[src/rtl/if_pc_redirect_pkg.sv]
// Shared definitions for the fetch-stage PC sequencer: FSM state encoding,
// control-flow opcodes shared with the decode controls, and the
// redirect-resolution helper used by the sequencer.
package if_pc_redirect_pkg;

   // Fetch sequencer states; encodings match the decode-side definitions.
   typedef enum logic [1:0] {
      IF_RUN   = 2'b00,
      IF_FLUSH = 2'b01,
      IF_HALT  = 2'b10
   } if_state_e;

   // Control-flow opcodes shared with the decode controls.
   localparam logic [5:0] OP_J    = 6'h02;
   localparam logic [5:0] OP_JAL  = 6'h03;
   localparam logic [5:0] OP_BEQZ = 6'h04;
   localparam logic [5:0] OP_BNEZ = 6'h05;
   localparam logic [5:0] OP_BLTZ = 6'h06;
   localparam logic [5:0] OP_BGEZ = 6'h07;
   localparam logic [5:0] OP_JR   = 6'h12;
   localparam logic [5:0] OP_JALR = 6'h13;

   // True for any opcode that can redirect fetch once resolved in EX.
   function automatic logic is_cf_opcode(input logic [5:0] op);
      logic hit;
      case (op)
         OP_J, OP_JAL, OP_JR, OP_JALR,
         OP_BEQZ, OP_BNEZ, OP_BLTZ, OP_BGEZ: hit = 1'b1;
         default:                            hit = 1'b0;
      endcase
      return hit;
   endfunction

   // A resolved instruction redirects fetch when it is a jump of either
   // flavour or a branch whose condition evaluated true. A stray jmp_r bit
   // is treated as a jump so a decode bug never silently falls through.
   function automatic logic resolve_take(input logic valid,
                                         input logic jump,
                                         input logic jmp_r,
                                         input logic branch,
                                         input logic taken);
      return valid & (jump | jmp_r | (branch & taken));
   endfunction

endpackage

[src/rtl/if_pc_redirect_pc_target_gen.sv]
// Redirect target generator: selects the base (Rs for register-relative
// jumps, otherwise PC+2 of the resolving instruction) and adds the
// sign-extended displacement modulo 2^PC_W.
module pc_target_gen #(
   parameter int PC_W = 16
) (
   input  logic            jmp_r,
   input  logic [PC_W-1:0] pc_plus2,
   input  logic [PC_W-1:0] imm,
   input  logic [PC_W-1:0] rs,
   output logic [PC_W-1:0] target
);

   logic [PC_W-1:0] base;

   // Base select and displacement add; carry out of the MSB is dropped so
   // targets wrap around the address space.
   always_comb begin
      base   = jmp_r ? rs : pc_plus2;
      target = base + imm;
   end

endmodule

[src/rtl/if_pc_redirect.sv]
// Fetch-stage PC sequencer. Predicts not-taken (sequential fetch), redirects
// on a jump or taken branch resolved in EX, squashes the wrong-path IF/ID
// slots for FLUSH_CYCLES cycles after each redirect, and freezes fetch when
// a HALT retires. FLUSH_CYCLES is legal from 1 to 7.
module if_pc_redirect #(
   parameter int              PC_W         = 16,
   parameter logic [PC_W-1:0] RESET_PC     = '0,
   parameter int              INSTR_BYTES  = 2,
   parameter int              FLUSH_CYCLES = 2
) (
   input  logic            clk,
   input  logic            rst_n,
   input  logic            stall,
   input  logic            res_valid,
   input  logic            res_jump,
   input  logic            res_jmp_r,
   input  logic            res_branch,
   input  logic            res_taken,
   input  logic [PC_W-1:0] res_pc_plus2,
   input  logic [PC_W-1:0] res_imm,
   input  logic [PC_W-1:0] res_rs,
   input  logic            halt_req,
   output logic [PC_W-1:0] pc,
   output logic            fetch_en,
   output logic            flush,
   output logic            redirect,
   output logic            halted
);

   import if_pc_redirect_pkg::*;

   localparam int              CNT_W      = $clog2(FLUSH_CYCLES + 1);
   localparam logic [CNT_W-1:0] CNT_RELOAD = CNT_W'(FLUSH_CYCLES - 1);
   localparam logic [PC_W-1:0]  PC_STEP    = PC_W'(INSTR_BYTES);

   if_state_e        state;
   if_state_e        state_next;
   logic [CNT_W-1:0] cnt;
   logic [CNT_W-1:0] cnt_next;
   logic [PC_W-1:0]  pc_q;
   logic [PC_W-1:0]  pc_next;
   logic [PC_W-1:0]  target;
   logic             take;

   pc_target_gen #(
      .PC_W (PC_W)
   ) u_target (
      .jmp_r    (res_jmp_r),
      .pc_plus2 (res_pc_plus2),
      .imm      (res_imm),
      .rs       (res_rs),
      .target   (target)
   );

   assign take = resolve_take(res_valid, res_jump, res_jmp_r, res_branch, res_taken);

   // Next-state, flush counter and next-PC selection. Priority within a
   // cycle: halt_req > take > stall > sequential; a redirect wins over a
   // stall so it is never lost, and HALT ignores everything but reset.
   always_comb begin
      // NOTE: every variable gets a default before any branch, otherwise a
      // path that skips an assignment infers a latch.
      state_next = state;
      cnt_next   = cnt;
      pc_next    = pc_q;
      if (state == IF_HALT) begin
         state_next = IF_HALT;
      end else if (halt_req) begin
         state_next = IF_HALT;
      end else if (take) begin
         state_next = IF_FLUSH;
         cnt_next   = CNT_RELOAD;
         pc_next    = target;
      end else begin
         // The flush window counts down regardless of stall.
         if (state == IF_FLUSH) begin
            if (cnt == '0) begin
               state_next = IF_RUN;
            end else begin
               cnt_next = cnt - CNT_W'(1);
            end
         end
         if (!stall) begin
            pc_next = pc_q + PC_STEP;
         end
      end
   end

   // State, flush counter and PC registers with synchronous reset; a reset
   // discards any redirect presented in the same cycle.
   always_ff @(posedge clk) begin
      // NOTE: sequential state uses non-blocking assignments so every
      // register samples the pre-edge values of the others.
      if (!rst_n) begin
         state <= IF_RUN;
         cnt   <= '0;
         pc_q  <= RESET_PC;
      end else begin
         state <= state_next;
         cnt   <= cnt_next;
         pc_q  <= pc_next;
      end
   end

   // Output decode: flush and halted come straight from the state register;
   // fetch is held off during reset and once halted.
   always_comb begin
      pc       = pc_q;
      fetch_en = rst_n & (state != IF_HALT);
      flush    = (state != IF_RUN);
      halted   = (state == IF_HALT);
      redirect = rst_n & take & ~halt_req & (state != IF_HALT);
   end

   // Decode only raises jmp_r together with jump.
   a_jmp_r_has_jump: assert property (@(posedge clk) disable iff (!rst_n)
      res_valid |-> (res_jump || !res_jmp_r));

   // The flush counter never exceeds its reload value.
   a_cnt_range: assert property (@(posedge clk) disable iff (!rst_n)
      cnt <= CNT_RELOAD);

   // The state register only ever holds one of the three defined states.
   a_state_legal: assert property (@(posedge clk) disable iff (!rst_n)
      state inside {IF_RUN, IF_FLUSH, IF_HALT});

endmodule

[config.mk]
export PLATFORM = sky130hd
export DESIGN_NAME = if_pc_redirect
export DESIGN_NICKNAME = d
export VERILOG_FILES = /design/src/rtl/if_pc_redirect_pkg.sv /design/src/rtl/if_pc_redirect_pc_target_gen.sv /design/src/rtl/if_pc_redirect.sv
export SDC_FILE = /design/constraint.sdc
export NUM_CORES = 1
export LEC_CHECK = 0
export CAP_MARGIN = 40
export CORE_MARGIN = 3
export CORE_UTILIZATION = 35
export CTS_BUF_LIST = sky130_fd_sc_hd__clkbuf_4
export DETAILED_ROUTE_END_ITERATION = 10
export PLACE_DENSITY = 0.65
export REMOVE_ABC_BUFFERS = 1
export SLEW_MARGIN = 5
export SYNTH_ARGS = -nofsm -noshare
export SYNTH_HDL_FRONTEND = slang
export SYNTH_SLANG_ARGS = --single-unit
[constraint.sdc]
create_clock -name clk -period 2.65 [get_ports clk]
set_input_delay 0.265 -clock clk [delete_from_list [all_inputs] [get_ports clk]]
set_output_delay 0.265 -clock clk [all_outputs]
set_load 0.01 [all_outputs]
## Word-level counts from Yosys, hierarchy flattened

Index checks and enable logic that the tools add are counted.

| word-level totals | value |
|---|---|
| word-level logic and storage cells | 45 |
| output and inout port bits | 20 |
| register bits | 20 |

| operators by class | value |
|---|---|
| bitwise operators | 11 |
| equality and inequality tests | 5 |
| multiplexer cells | 11 |
| add/sub/neg operators | 3 |
| reduce and logical (&&, ||, !) cells | 11 |

Operator list:

| operator | number |
|---|---|
| 2-to-1 mux 16 bit | 3 |
| adder 16 bit | 1 |
| adder 16 x 2 -> 16 bit, second input constant | 1 |
| 2-to-1 mux 2 bit | 8 |
| nonzero test 4 bit | 2 |
| AND 1 bit | 6 |
| nonzero test 2 bit | 3 |
| inequality test 2 bit, second input constant | 2 |
| AND reduction 2 bit | 2 |
| AND reduction 4 bit | 1 |
| NOT 1 bit | 3 |
| AND reduction 3 bit | 1 |
| OR reduction 3 bit | 1 |
| equality test 2 x 1 -> 1 bit, second input constant | 1 |
| equality test 2 bit, second input constant | 1 |
| zero test 2 bit | 1 |
| inequality test 2 x 1 -> 1 bit, second input constant | 1 |
| bitwise OR 1 bit | 2 |
| subtractor 2 x 1 -> 2 bit, second input constant | 1 |

## Logic depth before layout (Yosys ltp)

Gate-level depths: netlist (run 1).

| logic depth | value |
|---|---|
| depth in word-level cells | 6 |
| mapped depth | 11 |

## Modules after synthesis

A second synthesis (run 1) with hierarchy kept.

| second synthesis, totals | value |
|---|---|
| cell total of the unflattened synthesis | 290 |
| area, all modules | 2,279.7 um^2 |

By module, submodules not included:

| module | cells an instance | times used | area an instance (um^2) |
|---|---|---|---|
| if_pc_redirect | 160 | 1 | 1,249.9 |
| pc_target_gen | 130 | 1 | 1,029.7 |

## Least setup slack after synthesis (run 1)

OpenSTA, ideal clock, no wires.

| path | value |
|---|---|
| kind | input port to flip-flop |
| from | in res_jmp_r |
| to | reg pc_q[14], in the netlist pc[14] |
| stages | 10 |
| path buffers | 2 |
| setup time | 0.122 ns |
| slack | -0.077 ns |
| arrival time | 2.605 ns |
| path through | buf_2 buf_1 mux2_2 ha_1 o21a_1 nor2_1 a21oi_2 a311o_1 and4b_1 a221o_1 |

| between the ends | value |
|---|---|
| word-level cells in the longest chain between the ends | 5 |
| elaborated cells on any way between the ends | 8 |
| those cells by class | add/sub: 1; eq/ne: 1; mux: 2; bitwise: 3; reduce/logical: 1 |

RTL lines:

| element | line | source |
|---|---|---|
| start, declared | if_pc_redirect.sv:16 | `input logic res_jmp_r,` |
| parallel branches: the longest is 5 deep, another holds adder 16 bit | -- |  |
| end signal, assigned | if_pc_redirect.sv:101 | `pc_q <= pc_next;` |
| end, declared | if_pc_redirect.sv:40 | `logic [PC_W-1:0] pc_q;` |

Several ways; the timed one is not identified.
A chain may end at the register's enable or synchronous reset.

## Worst setup path after layout (run 1)

| path | value |
|---|---|
| from | in res_rs[0] |
| to | reg pc_q[14], in the netlist pc[14] |

| between the ends | value |
|---|---|
| word-level cells in the longest chain between the ends | 3 |

RTL lines:

| element | line | source |
|---|---|---|
| start, declared | if_pc_redirect.sv:21 | `input logic [PC_W-1:0] res_rs,` |
| 2-to-1 mux 16 bit | if_pc_redirect_pc_target_gen.sv:19 | `base = jmp_r ? rs : pc_plus2;` |
| adder 16 bit | if_pc_redirect_pc_target_gen.sv:20 | `target = base + imm;` |
| 2-to-1 mux 16 bit | if_pc_redirect.sv:70 | `end else if (take) begin` |

No other way between the ends.

==> qor.csv, run 1 <==
stage,metric,value,unit
sta,rsz_0062_raised_after_global_routing,no,
final_layout,antennaDiodeCount,0,
logic_synthesis,postSynthRegisterBits,20,
critical_path,cp_slowest_stage_delay,470,ps
global_route,antenna_found_initial,0,
final_layout,drive_above_1_share,17.8,%
global_route,gr-total-overflow,0,
worst_hold_path,holdCritPathClass,reg -> reg,
critical_path,rr_startpoint,state[1],
routing,routed-via-count,2324,
clock_network,cts-htree-levels,1,
run,max_cap_viol_count,0,
pwr,p_leak,1.33,nW
sta,report.final.hold_viol_count,0,
sta,period_minus_slack,2400,ps
logic_synthesis,synth_largest_type_area_fraction,19.2,%
pwr,cellPowerDensity,362,nW/um^2
sta,final_max_slew_viol_count,0,
logic_synthesis,post_synth_top_flop,sky130_fd_sc_hd__dfxtp_1,
floorplanning,die_height,83.1,microns
logic_synthesis,synth-warning-count,0,
logic_synthesis,synth_area_leaders,"sky130_fd_sc_hd__dfxtp_1 19%, sky130_fd_sc_hd__ha_1 10%, sky130_fd_sc_hd__a21oi_1 7.9%",
worst_hold_path,hold_depth,2,
floorplanning,dieArea,6910,sq um
clock_network,clk_pin_slew_worst_paths,130,ps
worst_hold_path,holdPathEnd,pc[0],
logic_synthesis,yosysUniqueCellTypes,58,
critical_path,critical_path_arrival,2630,ps
final_layout,sequential_cell_area,400,sq um
clock_network,clock_tree_from_tritoncts,built,
clock_network,clk_latency,320,ps
final_layout,n_fill_cell,533,
routing,drtIter0Drc,93,
routing,route.detailed.wl_per_inst,13.9,microns
critical_path,worstPathCellList,clkdlybuf4s50_1 > mux2_2 > ha_1 > inv_1 > fa_1 > nand2b_1 > a21o_1 > a21oi_2 > buf_4 > a311o_1 > nand2_1 > a221o_1,
logic_synthesis,synthArstFlopShare,0,%
floorplanning,core,5640,sq um
logic_synthesis,seq_area_frac_synth,19.2,%
worst_hold_path,min-delay-start,pc[0],
critical_path,cpLargestDelayFamily,compound AO/OA/AOI/OAI gates,
floorplanning,ports_placed_on_the_boundary,77,
final_layout,layout.cells.most_common_list,"75 x sky130_fd_sc_hd__clkdlybuf4s50_1, 33 x sky130_fd_sc_hd__buf_4, 32 x sky130_fd_sc_hd__a21oi_1",
sta,min_period_over_period,90.4,%
critical_path,critical_path.max_fanout,2,
critical_path,ff2ff_setup_slack,640,ps
routing,viasPerCell,5.19,
critical_path,worst_setup_path_start_kind,primary input,
final_layout,layout-area-overhead-vs-synth,55.9,%
routing,drt_pass1_iterations,5,
routing,drc,0,
global_route,grt_max_degree,19,
logic_synthesis,synth_edf_count,0,
clock_network,max-clock-path-buffers,2,
logic_synthesis,post_syn_area,2080,sq um
critical_path,r2r.worst_path.cells,7,
floorplanning,row_count,27,
sta,setup_viol,0,
floorplanning,floorplan.initialDensity,36.9,%
placed_design,detailed_place.area,3120,sq um
critical_path,cp-end-kind,register,
placed_design,globalplace.congestion,0.921,
final_layout,finalInstanceArea,3240,sq um
clock_network,numClockSinks,20,
sta,tightestPinTransition,643,ps
final_layout,multi_input_area,1600,sq um
sta,timing.fmax,0.417,GHz
global_route,grt_pass1_wl,10400,microns
logic_synthesis,yosys.area.top_type,sky130_fd_sc_hd__dfxtp_1,
placed_design,i_o_buffers,76,
floorplanning,floorplan.die.width,83.1,microns
global_route,first_global_vias,2237,
pwr,ir_worst_vdd,0.277,mV
critical_path,crit-reg2reg-capture,pc[10],
critical_path,cp_num_buf_inv,3,
global_route,total_routing_usage_reported_by_global_routing,17.6,%
final_layout,postLayoutCoreUtil,57.5,%
routing,ant_nets,0,
outcome,status,completed,
critical_path,critPathKind,in -> reg,
clock_network,cts-hold-fix-buffers,0,
logic_synthesis,syn_area_per_cell,7.71,sq um
sta,final.setup_skew,7.88,ps
critical_path,worst_ep_required_time,2880,ps
sta,slew_headroom,57.0,%
logic_synthesis,synthesis.instances,270,
placed_design,place.detailed.hpwl,4930,microns
final_layout,final_nets,452,
clock_network,ctsRootBufferMaster,sky130_fd_sc_hd__clkbuf_4,
critical_path,critical-path-slowest-cell,sky130_fd_sc_hd__clkdlybuf4s50_1,
routing,routed_wirelength,6220,microns
final_layout,mostFrequentLayoutCell,sky130_fd_sc_hd__clkdlybuf4s50_1,
clock_network,cts_buffers,3,
-- where the power goes --
group          total [mW]  internal (mW)  switching (mW)
combinational       0.562          0.314           0.248
clock               0.264          0.153           0.111
sequential          0.347          0.321          0.0260
total                1.17          0.789           0.385
-- state kept, by name (all words and copies together) (netlist names) --
signal,count
pc,16
cnt,2
state,2
-- cells in the mapped netlist (4+ instances only) --
cell and instances:
sky130_fd_sc_hd__a21o_1 8, sky130_fd_sc_hd__a21oi_1 33, sky130_fd_sc_hd__a221oi_1 4, sky130_fd_sc_hd__dfxtp_1 20, sky130_fd_sc_hd__ha_1 17, sky130_fd_sc_hd__inv_1 10, sky130_fd_sc_hd__mux2_2 14, sky130_fd_sc_hd__mux2i_1 4
sky130_fd_sc_hd__nand2_1 22, sky130_fd_sc_hd__nand3_1 11, sky130_fd_sc_hd__nand4_1 5, sky130_fd_sc_hd__nor2_1 23, sky130_fd_sc_hd__nor3_1 8, sky130_fd_sc_hd__o21ai_0 17, sky130_fd_sc_hd__xor2_1 10
-- metal layers --
metal,wire (microns),track usage (%),share of wire (%),up-vias
met5,0,0,0,-
met4,91,4.46,1.5,0
met3,323,1.98,5.2,7
met2,2940,30.4,47,69
met1,2870,23.2,46,1021
li1,-,-,-,1227
-- how the worst max path moves through the flow --
| stage | slack, ps | depth (start not counted) | from | end |
|---|---|---|---|---|
| 5_1_grt | 150 | 11 | res_rs[0] | pc[8] |
| 2_1_floorplan | 430 | 8 | res_jmp_r | pc[14] |
| 3_5_place_dp | -320 | 12 | res_jmp_r | pc[14] |
| 6_report | 250 | 12 | res_rs[0] | pc[14] |
| 4_1_cts | 30 | 12 | res_jmp_r | pc[14] |
| 3_3_place_gp | -290 | 12 | res_jmp_r | pc[14] |
-- cell families after synthesis --
family | share of synthesized area, %
muxes | 9.50
xor gates and xnor gates | 5.05
adders and majority gates | 11.2
DFF | 19.2
buffers and inverters | 4.51
AOI/OAI and AO/OA | 28.0
and+or+nand+nor | 22.6
-- what timing repair did --
item                                    in CTS  in global routing
gates resized for setup                      0                  4
buffers inserted                             0                  4
endpoints found under the setup margin       0                  4
-- stage by stage --
| stage | setup TNS, ps | total power [mW] | setup WS, ps | hold slack [ps] | instances |
|---|---|---|---|---|---|
| floorplan | 0 | 0.625 | 435 | 382 | 260 |
| global placement | -2030 | 0.895 | -287 | 467 | 439 |
| detailed placement | -2240 | 0.898 | -322 | 469 | 439 |
| CTS | 0 | 1.16 | 25.5 | 485 | 443 |
| global route | 0 | 1.25 | 150 | 507 | 448 |
| finish | 0 | 1.17 | 255 | 487 | 448 |
-- worst reg2reg max path, cell delays in order (launching register included) --
cell and delay, ps:
sky130_fd_sc_hd__dfxtp_1 400, sky130_fd_sc_hd__nor2b_1 250, sky130_fd_sc_hd__or2_1 510, sky130_fd_sc_hd__buf_4 230, sky130_fd_sc_hd__a21o_1 190, sky130_fd_sc_hd__a21oi_1 70
sky130_fd_sc_hd__o21ai_0 180, sky130_fd_sc_hd__a21oi_1 60
-- cell type report --
cell class                 instances  share of cell area, %
clock buffer                       3                  0.694
clock inverter                     1                  0.926
inverter                          10                   1.16
multi-input combinational        230                   49.2
sequential                        20                   12.3
tap                               72                   2.78
timing repair buffer             112                   32.9
No activity file was read; power rests on OpenSTA's default activity.
==> run 2: changes to the inputs <==
GPL_ROUTABILITY_DRIVEN = 0   (was unset)
==> run 2 against run 1 <==
Net effect:
- first-iteration DRC count rose by 56%
- combinational power increased by 3%
- maximum frequency down 6.1%
- non-clock buffer count fell by 1
- design area fell by 0.27%
- total power decreased by 8.1%
- worst setup slack got worse by 150 ps
- utilization down 0.16 points
- critical path type unchanged
- critical endpoint unchanged
- largest cell class unchanged
- highest routed layer unchanged
==> qor.csv, run 2 (synthesized netlist as in run 1, its figures left out) <==
stage,metric,value,unit
outcome,status,completed,
sta,report.final.hold_viol_count,0,
placed_design,dp_slack,-330,ps
final_layout,layout.cells.most_common_list,"76 x sky130_fd_sc_hd__clkdlybuf4s50_1, 33 x sky130_fd_sc_hd__buf_4, 28 x sky130_fd_sc_hd__a21oi_1",
critical_path,cp_num_buf_inv,3,
critical_path,worst_ep_required_time,2860,ps
floorplanning,ports_placed_on_the_boundary,77,
sta,setup_viol,0,
global_route,first_global_vias,2236,
clock_network,clock_tree_from_tritoncts,built,
final_layout,final_nets,451,
global_route,antenna_found_initial,0,
routing,ant_nets,0,
floorplanning,floorplan.die.width,83.1,microns
final_layout,antennaDiodeCount,0,
final_layout,layout-area-overhead-vs-synth,55.5,%
routing,drc,0,
critical_path,critical-path-slowest-cell,sky130_fd_sc_hd__clkdlybuf4s50_1,
worst_hold_path,min-delay-start,pc[0],
sta,period_minus_slack,2550,ps
critical_path,critical_path_arrival,2760,ps
global_route,gr-total-overflow,0,
global_route,grt_max_degree,19,
clock_network,cts-htree-levels,1,
sta,fin_ws,100,ps
run,max_cap_viol_count,0,
routing,routed-via-count,2365,
critical_path,critPathKind,in -> reg,
global_route,grt_pass1_wl,10600,microns
floorplanning,floorplan.initialDensity,36.9,%
critical_path,worstPathCellList,clkdlybuf4s50_1 > buf_6 > buf_4 > mux2_2 > ha_1 > o211ai_1 > a21o_1 > a21oi_2 > a311o_1 > and4b_1 > a221o_1,
pwr,p_leak,1.30,nW
critical_path,worst_setup_path_start_kind,primary input,
critical_path,cp_slowest_stage_delay,470,ps
final_layout,mostFrequentLayoutCell,sky130_fd_sc_hd__clkdlybuf4s50_1,
sta,final.setup_skew,9.47,ps
floorplanning,dieArea,6910,sq um
final_layout,n_fill_cell,532,
placed_design,i_o_buffers,76,
routing,routed_wirelength,6370,microns
placed_design,place.detailed.hpwl,5200,microns
critical_path,cp-end-kind,register,
clock_network,cts_buffers,3,
floorplanning,row_count,27,
final_layout,postLayoutCoreUtil,57.4,%
worst_hold_path,holdCritPathClass,reg -> reg,
clock_network,cts-hold-fix-buffers,0,
routing,drt_pass1_iterations,4,
sta,rsz_0062_raised_after_global_routing,yes,
pwr,ir_worst_vdd,0.211,mV
critical_path,crit_start,res_jmp_r,
sta,timing.fmax,0.392,GHz
global_route,total_routing_usage_reported_by_global_routing,17.9,%
sta,final_max_slew_viol_count,0,
routing,drtIter0Drc,145,
sta,tightestPinTransition,629,ps
routing,route.detailed.wl_per_inst,14.3,microns
critical_path,critical_path.max_fanout,7,
clock_network,ctsRootBufferMaster,sky130_fd_sc_hd__clkbuf_4,
clock_network,numClockSinks,20,
sta,slew_headroom,57.9,%
sta,min_period_over_period,96.2,%
clock_network,clk_pin_slew_worst_paths,120,ps
pwr,cellPowerDensity,333,nW/um^2
critical_path,cpLargestDelayFamily,compound AO/OA/AOI/OAI gates,
critical_path,rr_startpoint,state[1],
routing,viasPerCell,5.30,
final_layout,largest_reg_flops,16,
final_layout,drive_above_1_share,19.5,%
floorplanning,core,5640,sq um
floorplanning,die_height,83.1,microns
clock_network,clk_latency,310,ps
clock_network,max-clock-path-buffers,2,
[run 2: worst reg2reg max path, delay by kind of cell (launching register included)]
family	cells	cell delay, ps
and+or+nand+nor	4	1250
DFF	1	360
AOI/OAI and AO/OA	1	250
[run 2: through the flow]
stage | total power [mW] | TNS, ps | cell area [sq um] | instances | hold WS [ps]
CTS | 1.05 | 0 | 3140 | 443 | 496
finish | 1.08 | 0 | 3240 | 446 | 500
floorplan | 0.625 | 0 | 2020 | 260 | 382
detailed placement | 0.901 | -2570 | 3120 | 440 | 474
global route | 1.15 | -10.7 | 3240 | 446 | 520
global placement | 0.894 | -2210 | 3120 | 440 | 471
[run 2: final cells by class]
| type | count | area, sq um | share of cell area [%] |
|---|---|---|---|
| clock buffer | 3 | 22.5 | 0.696 |
| inverter | 10 | 37.5 | 1.16 |
| multi-input combinational | 230 | 1650 | 51.1 |
| sequential | 20 | 400 | 12.4 |
| tap | 72 | 90.1 | 2.78 |
| timing repair buffer | 111 | 1030 | 31.9 |
[run 2: final timing paths]
| kind | cells after the start | slack (ps) | to |
|---|---|---|---|
| max | 11 | 100 | pc[14] |
| min | 2 | 500 | pc[0] |
| max reg2reg | 5 | 720 | cnt[0] |
| min reg2reg | 2 | 500 | pc[0] |
[run 2: where the power goes]
part	total, mW	internal [mW]	switching, mW
Clock	0.151	0.0531	0.0980
Sequential	0.347	0.321	0.0260
Combinational	0.580	0.320	0.261
Total	1.08	0.694	0.385
[run 2: routing by layer]
metal	track usage (%)	vias to the layer above	wire length, microns	part of all wire [%]
met5	0	-	0	0
met4	3.71	0	53	0.83
met3	1.59	5	330	5.2
met2	31.8	67	3140	49
met1	23.5	1068	2840	45
li1	-	1225	-	-
[run 2: what timing repair did]
item                       CTS  global route
pin swaps                    0             6
gates resized for setup      1            15
setup endpoints to repair    1             9
setup buffers                0             3
